--- src/rtl/dbus_pkg.sv ---
// Shared types and address map for the two-master data-bus arbiter.
package dbus_pkg;

   typedef enum logic [1:0] {IDLE, ADDR, WAIT, RESP} state_t;

   typedef enum logic [2:0] {T_SW, T_LED, T_UARTA, T_UARTB, T_RAM, T_NONE} tgt_t;

   localparam logic [31:0] ADDR_SW       = 32'h0000_2000;
   localparam logic [31:0] ADDR_LED      = 32'h0000_2004;
   localparam logic [31:0] ADDR_UARTA_0  = 32'h0000_2010;
   localparam logic [31:0] ADDR_UARTA_1  = 32'h0000_2018;
   localparam logic [31:0] ADDR_UARTA_2  = 32'h0000_201C;
   localparam logic [31:0] ADDR_UARTB_0  = 32'h0000_2020;
   localparam logic [31:0] ADDR_UARTB_1  = 32'h0000_2028;
   localparam logic [31:0] ADDR_UARTB_2  = 32'h0000_202C;
   localparam logic [31:0] RAM_BASE      = 32'h0004_0000;

endpackage

--- src/rtl/dbus_arbiter_if.sv ---
// Bundle of master request/response, shared bus and peripheral read-data signals.
// master = masters and peripherals side, slave = the arbiter.
interface dbus_arbiter_if;

   logic        m0_req, m0_we, m0_gnt, m0_rvalid;
   logic [31:0] m0_addr, m0_wdata, m0_rdata;
   logic        m1_req, m1_we, m1_gnt, m1_rvalid;
   logic [31:0] m1_addr, m1_wdata, m1_rdata;
   logic [31:0] bus_addr, bus_wdata;
   logic        bus_we, ram_en, bus_err;
   logic [31:0] sw_rdata, uarta_rdata, uartb_rdata, ram_rdata;

   modport master (
      output m0_req, m0_we, m0_addr, m0_wdata,
      output m1_req, m1_we, m1_addr, m1_wdata,
      output sw_rdata, uarta_rdata, uartb_rdata, ram_rdata,
      input  m0_gnt, m0_rvalid, m0_rdata,
      input  m1_gnt, m1_rvalid, m1_rdata,
      input  bus_addr, bus_wdata, bus_we, ram_en, bus_err
   );

   modport slave (
      input  m0_req, m0_we, m0_addr, m0_wdata,
      input  m1_req, m1_we, m1_addr, m1_wdata,
      input  sw_rdata, uarta_rdata, uartb_rdata, ram_rdata,
      output m0_gnt, m0_rvalid, m0_rdata,
      output m1_gnt, m1_rvalid, m1_rdata,
      output bus_addr, bus_wdata, bus_we, ram_en, bus_err
   );

endinterface

--- src/rtl/dbus_decode.sv ---
// Combinational byte-address to peripheral-target decoder.
module dbus_decode
   import dbus_pkg::*;
(
   input  logic [31:0] addr_i,
   output tgt_t        tgt_o
);

   always_comb begin
      tgt_o = T_NONE;
      if (addr_i >= RAM_BASE) begin
         tgt_o = T_RAM;
      end else begin
         case (addr_i)
            ADDR_SW:                                 tgt_o = T_SW;
            ADDR_LED:                                tgt_o = T_LED;
            ADDR_UARTA_0, ADDR_UARTA_1, ADDR_UARTA_2: tgt_o = T_UARTA;
            ADDR_UARTB_0, ADDR_UARTB_1, ADDR_UARTB_2: tgt_o = T_UARTB;
            default:                                 tgt_o = T_NONE;
         endcase
      end
   end

endmodule

--- src/rtl/dbus_arbiter.sv ---
// Round-robin two-master arbiter for the shared data bus; one transfer in flight,
// registered strobes and latched read data returned RD_LATENCY+1 cycles after gnt.
module dbus_arbiter
   import dbus_pkg::*;
#(
   parameter int          RD_LATENCY     = 1,
   parameter logic [31:0] UNMAPPED_RDATA = 32'h0000_0000
)(
   input  logic         clk,
   input  logic         reset,
   dbus_arbiter_if.slave bus
);

   localparam logic [1:0] CNT_LOAD = 2'(RD_LATENCY - 1);

   state_t      state_q;
   logic        id_q, we_q, ptr_q;
   logic [31:0] addr_q, wdata_q;
   logic [1:0]  cnt_q;
   logic [1:0]  gnt_q, rvalid_q;
   logic [31:0] rdata0_q, rdata1_q;
   logic        bus_we_q, ram_en_q, bus_err_q;

   logic        any_req, win, win_we;
   logic [31:0] win_addr, win_wdata, rdata_d;
   tgt_t        nxt_tgt, cur_tgt;

   // The pointer only matters when both masters request in the same cycle.
   assign any_req   = bus.m0_req | bus.m1_req;
   assign win       = (bus.m0_req & bus.m1_req) ? ptr_q : bus.m1_req;
   assign win_we    = win ? bus.m1_we    : bus.m0_we;
   assign win_addr  = win ? bus.m1_addr  : bus.m0_addr;
   assign win_wdata = win ? bus.m1_wdata : bus.m0_wdata;

   // Strobes for the address phase are registered, so decode the incoming winner too.
   dbus_decode u_dec_nxt (.addr_i(win_addr), .tgt_o(nxt_tgt));
   dbus_decode u_dec_cur (.addr_i(addr_q),   .tgt_o(cur_tgt));

   always_comb begin
      rdata_d = UNMAPPED_RDATA;
      case (cur_tgt)
         T_SW:    rdata_d = bus.sw_rdata;
         T_UARTA: rdata_d = bus.uarta_rdata;
         T_UARTB: rdata_d = bus.uartb_rdata;
         T_RAM:   rdata_d = bus.ram_rdata;
         default: rdata_d = UNMAPPED_RDATA;
      endcase
   end

   always_ff @(posedge clk or posedge reset) begin
      if (reset) begin
         state_q   <= IDLE;
         id_q      <= 1'b0;
         we_q      <= 1'b0;
         ptr_q     <= 1'b0;
         addr_q    <= '0;
         wdata_q   <= '0;
         cnt_q     <= '0;
         gnt_q     <= '0;
         rvalid_q  <= '0;
         rdata0_q  <= '0;
         rdata1_q  <= '0;
         bus_we_q  <= 1'b0;
         ram_en_q  <= 1'b0;
         bus_err_q <= 1'b0;
      end else begin
         gnt_q     <= '0;
         rvalid_q  <= '0;
         bus_we_q  <= 1'b0;
         ram_en_q  <= 1'b0;
         bus_err_q <= 1'b0;
         case (state_q)
            IDLE: begin
               if (any_req) begin
                  id_q       <= win;
                  we_q       <= win_we;
                  addr_q     <= win_addr;
                  wdata_q    <= win_wdata;
                  gnt_q[win] <= 1'b1;
                  bus_we_q   <= win_we && (nxt_tgt != T_NONE);
                  ram_en_q   <= win_addr[18];
                  bus_err_q  <= (nxt_tgt == T_NONE);
                  state_q    <= ADDR;
               end
            end
            ADDR: begin
               if (we_q) begin
                  ptr_q   <= ~id_q;
                  state_q <= IDLE;
               end else begin
                  cnt_q   <= CNT_LOAD;
                  state_q <= WAIT;
               end
            end
            WAIT: begin
               if (cnt_q == 2'd0) begin
                  if (id_q) rdata1_q <= rdata_d;
                  else      rdata0_q <= rdata_d;
                  rvalid_q[id_q] <= 1'b1;
                  state_q        <= RESP;
               end else begin
                  cnt_q <= cnt_q - 2'd1;
               end
            end
            RESP: begin
               ptr_q   <= ~id_q;
               state_q <= IDLE;
            end
            default: state_q <= IDLE;
         endcase
      end
   end

   assign bus.m0_gnt    = gnt_q[0];
   assign bus.m1_gnt    = gnt_q[1];
   assign bus.m0_rvalid = rvalid_q[0];
   assign bus.m1_rvalid = rvalid_q[1];
   assign bus.m0_rdata  = rdata0_q;
   assign bus.m1_rdata  = rdata1_q;
   assign bus.bus_addr  = addr_q;
   assign bus.bus_wdata = wdata_q;
   assign bus.bus_we    = bus_we_q;
   assign bus.ram_en    = ram_en_q;
   assign bus.bus_err   = bus_err_q;

endmodule

--- src/flat_wrapper.sv ---
// flat-port wrapper written by rule: the top's interface ports become plain ports
module dbus_arbiter_flat import dbus_pkg::*;
#(
   parameter int          RD_LATENCY     = 1,
   parameter logic [31:0] UNMAPPED_RDATA = 32'h0000_0000
)
  (clk, reset, bus_m0_req, bus_m0_we, bus_m0_addr, bus_m0_wdata, bus_m1_req, bus_m1_we, bus_m1_addr, bus_m1_wdata, bus_sw_rdata, bus_uarta_rdata, bus_uartb_rdata, bus_ram_rdata, bus_m0_gnt, bus_m0_rvalid, bus_m0_rdata, bus_m1_gnt, bus_m1_rvalid, bus_m1_rdata, bus_bus_addr, bus_bus_wdata, bus_bus_we, bus_ram_en, bus_bus_err);
  dbus_arbiter_if bus_i ();
  input  logic clk;
  input  logic reset;
  input wire logic [$bits(bus_i.m0_req)-1:0] bus_m0_req;
  input wire logic [$bits(bus_i.m0_we)-1:0] bus_m0_we;
  input wire logic [$bits(bus_i.m0_addr)-1:0] bus_m0_addr;
  input wire logic [$bits(bus_i.m0_wdata)-1:0] bus_m0_wdata;
  input wire logic [$bits(bus_i.m1_req)-1:0] bus_m1_req;
  input wire logic [$bits(bus_i.m1_we)-1:0] bus_m1_we;
  input wire logic [$bits(bus_i.m1_addr)-1:0] bus_m1_addr;
  input wire logic [$bits(bus_i.m1_wdata)-1:0] bus_m1_wdata;
  input wire logic [$bits(bus_i.sw_rdata)-1:0] bus_sw_rdata;
  input wire logic [$bits(bus_i.uarta_rdata)-1:0] bus_uarta_rdata;
  input wire logic [$bits(bus_i.uartb_rdata)-1:0] bus_uartb_rdata;
  input wire logic [$bits(bus_i.ram_rdata)-1:0] bus_ram_rdata;
  output wire logic [$bits(bus_i.m0_gnt)-1:0] bus_m0_gnt;
  output wire logic [$bits(bus_i.m0_rvalid)-1:0] bus_m0_rvalid;
  output wire logic [$bits(bus_i.m0_rdata)-1:0] bus_m0_rdata;
  output wire logic [$bits(bus_i.m1_gnt)-1:0] bus_m1_gnt;
  output wire logic [$bits(bus_i.m1_rvalid)-1:0] bus_m1_rvalid;
  output wire logic [$bits(bus_i.m1_rdata)-1:0] bus_m1_rdata;
  output wire logic [$bits(bus_i.bus_addr)-1:0] bus_bus_addr;
  output wire logic [$bits(bus_i.bus_wdata)-1:0] bus_bus_wdata;
  output wire logic [$bits(bus_i.bus_we)-1:0] bus_bus_we;
  output wire logic [$bits(bus_i.ram_en)-1:0] bus_ram_en;
  output wire logic [$bits(bus_i.bus_err)-1:0] bus_bus_err;
  assign bus_i.m0_req = bus_m0_req;
  assign bus_i.m0_we = bus_m0_we;
  assign bus_i.m0_addr = bus_m0_addr;
  assign bus_i.m0_wdata = bus_m0_wdata;
  assign bus_i.m1_req = bus_m1_req;
  assign bus_i.m1_we = bus_m1_we;
  assign bus_i.m1_addr = bus_m1_addr;
  assign bus_i.m1_wdata = bus_m1_wdata;
  assign bus_i.sw_rdata = bus_sw_rdata;
  assign bus_i.uarta_rdata = bus_uarta_rdata;
  assign bus_i.uartb_rdata = bus_uartb_rdata;
  assign bus_i.ram_rdata = bus_ram_rdata;
  assign bus_m0_gnt = bus_i.m0_gnt;
  assign bus_m0_rvalid = bus_i.m0_rvalid;
  assign bus_m0_rdata = bus_i.m0_rdata;
  assign bus_m1_gnt = bus_i.m1_gnt;
  assign bus_m1_rvalid = bus_i.m1_rvalid;
  assign bus_m1_rdata = bus_i.m1_rdata;
  assign bus_bus_addr = bus_i.bus_addr;
  assign bus_bus_wdata = bus_i.bus_wdata;
  assign bus_bus_we = bus_i.bus_we;
  assign bus_ram_en = bus_i.ram_en;
  assign bus_bus_err = bus_i.bus_err;
  dbus_arbiter #(.RD_LATENCY(RD_LATENCY), .UNMAPPED_RDATA(UNMAPPED_RDATA)) u_core (.clk(clk), .reset(reset), .bus(bus_i));
endmodule
--- config.mk ---
export PLATFORM = sky130hd
export DESIGN_NAME = dbus_arbiter_flat
export DESIGN_NICKNAME = d
export VERILOG_FILES = /design/src/rtl/dbus_pkg.sv /design/src/rtl/dbus_arbiter_if.sv /design/src/rtl/dbus_decode.sv /design/src/rtl/dbus_arbiter.sv /design/src/flat_wrapper.sv
export SDC_FILE = /design/constraint.sdc
export NUM_CORES = 1
export LEC_CHECK = 0
export BUFFER_PORTS_ARGS = -buffer_cell sky130_fd_sc_hd__buf_2
export CELL_PAD_IN_SITES_DETAIL_PLACEMENT = 0
export CELL_PAD_IN_SITES_GLOBAL_PLACEMENT = 1
export CORE_AREA = 2 2 155 157
export CTS_CLUSTER_SIZE = 16
export DETAILED_ROUTE_END_ITERATION = 10
export DIE_AREA = 0 0 157 159
export PLACE_DENSITY_LB_ADDON = 0.05
export SLEW_MARGIN = 10
export SYNTH_ARGS = -nofsm -noshare
export SYNTH_HDL_FRONTEND = slang
export SYNTH_SLANG_ARGS = --single-unit
--- constraint.sdc ---
create_clock -name clk -period 11.7 [get_ports clk]
set_clock_uncertainty 0.05 [all_clocks]
set_input_delay 0 -clock clk [delete_from_list [all_inputs] [get_ports clk]]
set_output_delay 0 -clock clk [all_outputs]
set_load 0.02 [all_outputs]
==> flow_summary.json, run 1 <==
{
  "timing.final.crit_share_pct": 26.5,
  "netlist_area_um2": 6960,
  "syn_inst": 740,
  "cts_resized": 0,
  "path_max_fanout": 34,
  "nNetsFinal": 1581,
  "clkTransAtPathRegs_ps": 60,
  "period_needed_ps": 3100,
  "drc": 0,
  "wl_per_cell_um": 16.4,
  "leakage_nw": 5.77,
  "die_y_um": 159,
  "hold_ws_ps": 9.11,
  "layout-drive-gt1-share_pct": 33.8,
  "clock_path_buffers": 2,
  "hpwl_um": 19100,
  "gp_congestion": 0.774,
  "clock-sinks": 142,
  "min_path_type": "primary input to register",
  "die_w_um": 157,
  "timing.fmax_mhz": 322,
  "drt-initial-drc-count": 281,
  "yosysWarningCount": 0,
  "placed_area_um2": 9230,
  "cp_slowest_cell": "nor3_2",
  "grt_pass1_vias": 8106,
  "setup_viol": 0,
  "ant_nets": 0,
  "yosys.cell_types.count": 38,
  "synth_top_area_share_pct": 51.0,
  "cp_data_arrival_time_ps": 3410,
  "crit_chain": "nor4_2 -> nand4_2 -> buf_4 -> nor3_2 -> nand2_1 -> a31oi_1 -> dlygate4sd3_1",
  "io_buffers": 396,
  "startpoint_type": "register",
  "cts_tree": "yes",
  "syn_nets": 1007,
  "final_max_slew_viol_count": 0,
  "report.final.hold_viol_count": 0,
  "endpoint_kind": "register",
  "worst_slew_pin_slew_ps": 1130,
  "grt_antenna_before_repair": 6,
  "slew_headroom_pct": 24.5,
  "routed_wl_um": 27100,
  "core-area_um2": 23200,
  "clk_latency_ps": 420,
  "clockRootBuffer": "clkbuf_16",
  "drv_cap": 0,
  "avgSynthCellArea_um2": 9.41,
  "fin_area_um2": 11900,
  "ys_seq_area_share_pct": 51.0,
  "synth_area_leaders": "dfrtp_1 (51%), mux2i_1 (9.3%), nand2_1 (7.2%)",
  "die_area_um2": 25000,
  "status": "complete, no violations",
  "synth_largest_area_cell": "dfrtp_1",
  "io_pins": 397,
  "grt_max_degree": 135,
  "finalSetupTns_ps": 0,
  "initial_utilization_pct": 30.0,
  "vias": 7703,
  "power_density_nw_per_um2": 223,
  "ir_drop_mv": 0.0789,
  "overflow": 0,
  "cp_slowest_stage_delay_ps": 800,
  "rsz0062_at_grt": "false",
  "crit_required_ps": 12010,
  "critPathKind": "register to register",
  "vias_per_cell": 4.67,
  "numCtsBuffers": 17,
  "syn_to_final_growth_pct": 70.3,
  "cts_htree_levels": 4,
  "ys_ff_latch": 142,
  "grt_pass1_wl_um": 42600,
  "grt_usage_pct": 21.6,
  "rows": 56,
  "dr.pass1.iters": 4
}
==> flip-flops by register name, indices dropped and copies added (netlist names), named ones only <==
name	count
u_core.id_q	1
u_core.bus.bus_addr	32
u_core.bus.bus_err	1
u_core.ptr_q	1
u_core.we_q	1
u_core.state_q	1
u_core.bus.bus_wdata	32
u_core.rvalid_q	2
u_core.bus.ram_en	1
u_core.bus.m0_rdata	32
u_core.gnt_q	2
u_core.cnt_q	2
u_core.bus.bus_we	1
u_core.bus.m1_rdata	32
==> path summary, 6_finish.rpt <==
check,start,endpoint,slack (ps),cells past startpoint
max,u_core.bus.bus_addr[31],u_core.bus.m1_rdata[29],8600,7
min,bus_sw_rdata[5],u_core.bus.m0_rdata[5],9,4
max reg2reg,u_core.bus.bus_addr[31],u_core.bus.m1_rdata[29],8600,7
min reg2reg,u_core.bus.bus_wdata[15],u_core.bus.bus_wdata[15],420,2
max in group asynchronous,reset,u_core.bus.ram_en,9980,4
min in group asynchronous,reset,u_core.bus.bus_addr[14],210,3
==> Yosys cell counts <==
library cell  instances
nand2b_1              3
o21ai_0              82
a21o_1                2
or4_1                 2
ha_1                  5
nand4_1               2
nor4b_1               1
or3_1                 1
o2bb2ai_1            20
inv_1                 8
a22oi_1              52
a2111o_1              1
buf_1                 1
o22a_1                1
nor4_1               11
and2_1                2
nor2b_1               5
nor2_1               55
clkbuf_1             38
o22ai_1               1
nand2_1             133
o21ai_1              23
a31oi_1              25
nor3b_1               2
a21oi_1              23
o211ai_1              3
nor4_2                3
mux2i_1              65
nand3_1               4
or3b_2                1
inv_2                 1
buf_2                14
nor3_2                1
a32oi_1               1
nand4_2               1
dfrtp_1             142
nor3_1                4
buf_4                 1
==> logic make-up (layout without fill, tap and decap cells) <==
group | Yosys count | count (layout) | share of synthesized area [%]
AO/OA/AOI/OAI | 234 | 234 | 20.6
buffers and inverters | 63 | 650 | 3.70
multiplexers | 65 | 65 | 9.34
flip-flops | 142 | 142 | 51.0
other | 0 | 4 | 0
AND/OR/NAND/NOR | 231 | 231 | 14.4
adder cells (fa/ha/maj) | 5 | 5 | 0.898
==> through the flow <==
stage | setup slack (ps) | util (%) | power [W] | instances
after floorplan | 7840 | - | 0.00158 | 740
final | 8600 | 51.1 | 0.00264 | 1650
after global placement | 9200 | 39.8 | 0.00203 | 1409
after global routing | 8370 | 51.1 | 0.00284 | 1650
after CTS | 8590 | 51.1 | 0.00267 | 1646
after detailed placement | 9110 | 39.8 | 0.00203 | 1409
==> report_power, final <==
part	switching [W]	internal, W	leakage [nW]
Sequential	0.000154	0.000717	1.68
Combinational	0.000770	0.000476	3.82
Clock	0.000222	0.000305	0.269
Total	0.00115	0.00150	5.77
==> timing repair <==
| action | 4_1_cts | 5_1_grt |
|---|---|---|
| hold endpoints to repair | 204 | 0 |
| buffers inserted | 0 | 0 |
| hold buffers | 205 | 0 |
==> cell type report <==
class | count | area [µm²]
Timing Repair Buffer | 609 | 4090
Fill cell | 2258 | 11300
Clock inverter | 12 | 110
Tap cell | 319 | 399
Inverter | 9 | 38.8
Multi-Input combinational cell | 535 | 3190
Clock buffer | 20 | 457
Antenna cell | 4 | 10.0
Sequential cell | 142 | 3550
==> layer usage <==
layer	GRT usage [%]	vias up	share of wire, %
met2	37.9	262	50
met5	0	-	0.092
met1	25.8	3578	42
met4	7.05	4	2.3
met3	5.44	43	6.1
li1	-	3816	-
==> worst max-delay path, delay by kind of cell, from the launching register on <==
kind	cells	cell delay (ps)
AOI/OAI and AO/OA	1	210
and+or+nand+nor	4	1500
DFF	1	400
buffers and inverters	2	850
==> cell usage in the layout (no fill, tap or decap), types with 23 or more instances in the layout <==
cell type,n
a31oi_1,25
dlygate4sd3_1,205
nor2_1,54
a21oi_1,23
a22oi_1,52
o21ai_0,82
nand2_1,133
mux2i_1,65
buf_2,396
dfrtp_1,142
(Power assumes the default switching activity.)
==> inputs of run 2 (changes only) <==
--- a/config.mk
+++ b/config.mk
@@ -8,10 +8,11 @@
 export BUFFER_PORTS_ARGS = -buffer_cell sky130_fd_sc_hd__buf_2
 export CELL_PAD_IN_SITES_DETAIL_PLACEMENT = 0
 export CELL_PAD_IN_SITES_GLOBAL_PLACEMENT = 1
-export CORE_AREA = 2 2 155 157
+export CORE_ASPECT_RATIO = 1.5
+export CORE_MARGIN = 2
+export CORE_UTILIZATION = 28
 export CTS_CLUSTER_SIZE = 16
 export DETAILED_ROUTE_END_ITERATION = 10
-export DIE_AREA = 0 0 157 159
 export PLACE_DENSITY_LB_ADDON = 0.05
 export SLEW_MARGIN = 10
 export SYNTH_ARGS = -nofsm -noshare
==> constraint.sdc (replaced) <==
create_clock -name clk -period 2.5 [get_ports clk]
set_clock_uncertainty 0.05 [all_clocks]
set_input_delay 0 -clock clk [delete_from_list [all_inputs] [get_ports clk]]
set_output_delay 0 -clock clk [all_outputs]
set_load 0.02 [all_outputs]
==> flow_summary.json, run 2 (same netlist as run 1, synthesis figures left out) <==
{
  "startpoint_type": "register",
  "drv_cap": 0,
  "grt_antenna_before_repair": 0,
  "drt-initial-drc-count": 234,
  "drc": 0,
  "ant_nets": 0,
  "setup_slack_ps": 152,
  "rows": 70,
  "clk_latency_ps": 420,
  "crit_required_ps": 2810,
  "slew_headroom_pct": 20.6,
  "final_max_slew_viol_count": 0,
  "ir_drop_mv": 0.537,
  "routed_wl_um": 28200,
  "layout-drive-gt1-share_pct": 34.9,
  "cts_tree": "yes",
  "io_pins": 397,
  "clkTransAtPathRegs_ps": 70,
  "io_buffers": 396,
  "grt_usage_pct": 21.6,
  "die_area_um2": 26200,
  "num-fill-cells": 2433,
  "vias": 7681,
  "timing.final.crit_share_pct": 93.9,
  "min_path_type": "primary input to register",
  "grt_pass1_wl_um": 43900,
  "hpwl_um": 21000,
  "gp_congestion": 0.824,
  "report.final.hold_viol_count": 0,
  "placed_area_um2": 9450,
  "path_max_fanout": 12,
  "period_needed_ps": 2350,
  "vias_per_cell": 4.62,
  "setup_viol": 0,
  "finalSetupTns_ps": 0,
  "layout_commonest_cell": "buf_2",
  "die_y_um": 197,
  "timing.fmax_mhz": 426,
  "leakage_nw": 5.85,
  "grt_pass1_vias": 8153,
  "overflow": 0,
  "grt_max_degree": 70,
  "place_ws_ps": 473,
  "core-area_um2": 24400,
  "clockRootBuffer": "clkbuf_16",
  "wl_per_cell_um": 17.0,
  "nNetsFinal": 1591,
  "final_cell_mix": "buf_2 (396), dlygate4sd3_1 (197), dfrtp_1 (142), nand2_1 (133), o21ai_0 (82)",
  "rsz0062_at_grt": "false",
  "critPathKind": "register to register",
  "syn_to_final_growth_pct": 72.8,
  "antenna_cells": 0,
  "grtUsageMet2_pct": 39.4,
  "grt_busiest_layer": "met2",
  "grt_use_met1_pct": 24.2,
  "numCtsBuffers": 17,
  "power_density_nw_per_um2": 1050,
  "die_w_um": 133,
  "fin_area_um2": 12000,
  "cp_data_arrival_time_ps": 2660,
  "clock_path_buffers": 2,
  "initial_utilization_pct": 28.5,
  "use_met3_pct": 4.95,
  "cts_htree_levels": 4,
  "worst_slew_pin_slew_ps": 1190,
  "dr.pass1.iters": 6,
  "status": "complete, no violations",
  "clock-sinks": 142,
  "endpoint_kind": "register"
}
-- run 2: cell count changes in the layout (fill, tap and decap cells not counted), sizes merged --
cell	previous run	this run
clkinv	4	1
clkinvlp	4	7
dlygate4sd3	205	197
inv	12	11
buf	404	422
bufinv	1	2
diode	4	0
-- run 2: worst paths after layout --
kind                                                from                  endpoint  slack [ps]  cells after the start
worst max-delay path             u_core.bus.bus_addr[29]   u_core.bus.m1_rdata[19]         150                      7
worst min-delay path                     bus_sw_rdata[7]    u_core.bus.m1_rdata[7]          30                      4
worst max register to register   u_core.bus.bus_addr[29]   u_core.bus.m1_rdata[19]         150                      7
worst min register to register  u_core.bus.bus_wdata[25]  u_core.bus.bus_wdata[25]         420                      2
max in group asynchronous                          reset           u_core.gnt_q[1]        1390                      4
min in group asynchronous                          reset    u_core.bus.m1_rdata[1]         200                      3
-- run 2: metrics by stage --
stage / cells / hold WS (ps) / power [W] / util, %
global route: 1661 / 33.8 / 0.0136 / 49.2
finish: 1661 / 27.3 / 0.0126 / 49.2
global placement: 1431 / 83.7 / 0.00979 / 38.7
detailed placement: 1431 / 95.0 / 0.00980 / 38.7
floorplan: 740 / 99.2 / 0.00739 / -
CTS: 1660 / 1.89 / 0.0128 / 49.1
-- run 2: area by class of cell --
cell class	count	area, µm²	share of cell area [%]
clock buffer	20	447	3.71
clock inverter	12	136	1.13
inverter	9	37.5	0.312
multi-input combinational	535	3220	26.7
sequential	142	3550	29.5
tap	324	405	3.37
timing repair buffer	619	4240	35.2
-- run 2: what timing repair did --
| item | CTS | global route |
|---|---|---|
| gates resized for setup | 0 | 3 |
| hold endpoints to repair | 157 | 0 |
| hold buffers | 197 | 0 |
| setup buffers | 0 | 1 |
| endpoints found under the setup margin | 0 | 3 |
-- run 2: layer usage --
layer / wire (µm) / share of wire [%]
met5: 0 / 0
met4: 762 / 2.7
met3: 1590 / 5.7
met2: 14600 / 52
met1: 11300 / 40
-- run 2: worst max-delay path, stage by stage, from the launching register on --
cell and delay [ps]:
dfrtp_1 440, nor4_2 320, nand4_2 230, nor3_2 210, buf_4 220, nand2_1 90
a31oi_1 160, dlygate4sd3_1 560
-- run 2: where the power goes --
group	total, W	internal [W]	switching [W]	leakage, nW
clock network	0.00255	0.00150	0.00104	0.266
logic	0.00604	0.00232	0.00372	3.91
registers	0.00405	0.00336	0.000699	1.68
==> inputs of run 3 (changes only) <==
--- a/config.mk
+++ b/config.mk
@@ -9,10 +9,11 @@
 export CELL_PAD_IN_SITES_DETAIL_PLACEMENT = 0
 export CELL_PAD_IN_SITES_GLOBAL_PLACEMENT = 1
 export CORE_ASPECT_RATIO = 1.5
-export CORE_MARGIN = 2
+export CORE_MARGIN = 1.5
 export CORE_UTILIZATION = 28
 export CTS_CLUSTER_SIZE = 16
 export DETAILED_ROUTE_END_ITERATION = 10
+export MAX_ROUTING_LAYER = met4
 export PLACE_DENSITY_LB_ADDON = 0.05
 export SLEW_MARGIN = 10
 export SYNTH_ARGS = -nofsm -noshare
==> flow_summary.json, run 3 (same netlist as run 1, synthesis figures left out) <==
{
  "startpoint_type": "register",
  "dr_wl_met2_um": 14200,
  "dr.pass1.iters": 5,
  "power_density_nw_per_um2": 1050,
  "routed_wl_um": 27800,
  "finalSetupTns_ps": 0,
  "critPathKind": "register to register",
  "final_cell_mix": "buf_2 (396), dlygate4sd3_1 (197), dfrtp_1 (142), nand2_1 (133), o21ai_0 (82)",
  "die_area_um2": 25800,
  "io_pins": 397,
  "layout-drive-gt1-share_pct": 34.7,
  "rows": 70,
  "power_w": 0.0125,
  "clockRootBuffer": "clkbuf_16",
  "grt_max_degree": 78,
  "hold_ws_ps": 30.4,
  "vias": 7802,
  "slew_headroom_pct": 25.0,
  "wl_met1_um": 11400,
  "ir_drop_mv": 0.491,
  "clock-sinks": 142,
  "gp_congestion": 0.783,
  "grt_pass1_vias": 8143,
  "status": "complete, no violations",
  "io_buffers": 396,
  "cts_htree_levels": 4,
  "grt_antenna_before_repair": 0,
  "cts_tree": "yes",
  "num-fill-cells": 2376,
  "routed.top_layer": "met4",
  "antenna_cells": 0,
  "timing.final.crit_share_pct": 90.5,
  "grt_usage_pct": 22.0,
  "place_ws_ps": 283,
  "path_max_fanout": 46,
  "hpwl_um": 20200,
  "leakage_nw": 5.83,
  "clock_path_buffers": 2,
  "core-area_um2": 24400,
  "report.final.hold_viol_count": 0,
  "clkTransAtPathRegs_ps": 60,
  "setup_viol": 0,
  "drt-initial-drc-count": 227,
  "postCtsSetupRepairBufs": 0,
  "drc": 0,
  "vias_per_cell": 4.71,
  "worst_slew_pin_slew_ps": 1120,
  "syn_to_final_growth_pct": 71.5,
  "drv_cap": 0,
  "nNetsFinal": 1585,
  "layout_commonest_cell": "buf_2",
  "cp_data_arrival_time_ps": 2510,
  "crit_required_ps": 2750,
  "die_w_um": 132,
  "final_max_slew_viol_count": 0,
  "numCtsBuffers": 17,
  "rsz0062_at_grt": "false",
  "ant_nets": 0,
  "setup_slack_ps": 238,
  "die_y_um": 196,
  "endpoint_kind": "register",
  "wl_per_cell_um": 16.8,
  "dr_wl_met3_um": 1410,
  "overflow": 0,
  "initial_utilization_pct": 28.5,
  "clk_latency_ps": 430,
  "timing.fmax_mhz": 442,
  "grt_pass1_wl_um": 43100,
  "period_needed_ps": 2260,
  "min_path_type": "primary input to register"
}
run 3: cell count changes in the layout (fill, tap and decap cells not counted), sizes merged:
cell / delta
clkinv: +7
buf: -6
inv: -3
clkbuf: -2
clkinvlp: -2
run 3: what timing repair did:
| action | in CTS | in global routing |
|---|---|---|
| endpoints found under the hold margin | 156 | 0 |
| hold buffers | 197 | 0 |
| resized for setup | 0 | 0 |
run 3: stage by stage:
step | area [µm²] | instances | util (%)
finish | 11900 | 1655 | 48.9
global route | 11900 | 1655 | 48.9
CTS | 11900 | 1655 | 48.9
detailed placement | 9380 | 1426 | 38.4
global placement | 9380 | 1426 | 38.4
floorplan | 6970 | 740 | -
run 3: critical path: stages (launching register included):
cell	delay, ps
dfrtp_1	440
o21ai_4	320
buf_12	310
mux2i_1	280
dlygate4sd3_1	610
o21ai_0	80
run 3: cell type report:
class                      instances  area (µm²)  area share, %
sequential                       142        3550           29.8
clock inverter                    14         145           1.22
tap                              324         405           3.40
timing repair buffer             613        4170           34.9
multi-input combinational        535        3190           26.7
clock buffer                      18         439           3.68
inverter                           9        37.5          0.314
run 3: path summary, 6_finish.rpt:
kind                                          start                       end  slack [ps]  cells after the start
setup / recovery                       u_core.ptr_q   u_core.bus.bus_addr[14]         240                      5
hold / removal                     bus_sw_rdata[12]   u_core.bus.m0_rdata[12]          30                      5
setup reg to reg                       u_core.ptr_q   u_core.bus.bus_addr[14]         240                      5
hold reg to reg            u_core.bus.bus_wdata[16]  u_core.bus.bus_wdata[16]         420                      2
max in group asynchronous                     reset           u_core.gnt_q[1]        1470                      4
min in group asynchronous                     reset    u_core.bus.m1_rdata[1]         180                      3
run 3: where the power goes:
part,internal (W),leakage [nW],total [W],switching (W)
Clock,0.00149,0.278,0.00253,0.00104
Sequential,0.00336,1.68,0.00404,0.000684
Combinational,0.00221,3.88,0.00592,0.00371
Total,0.00705,5.83,0.0125,0.00543
run 3: routing by layer:
layer	up-vias	track usage (%)
li1	3810	-
met1	3644	24.3
met2	299	38.9
met3	49	4.42
met4	0	8.23
met5	-	-
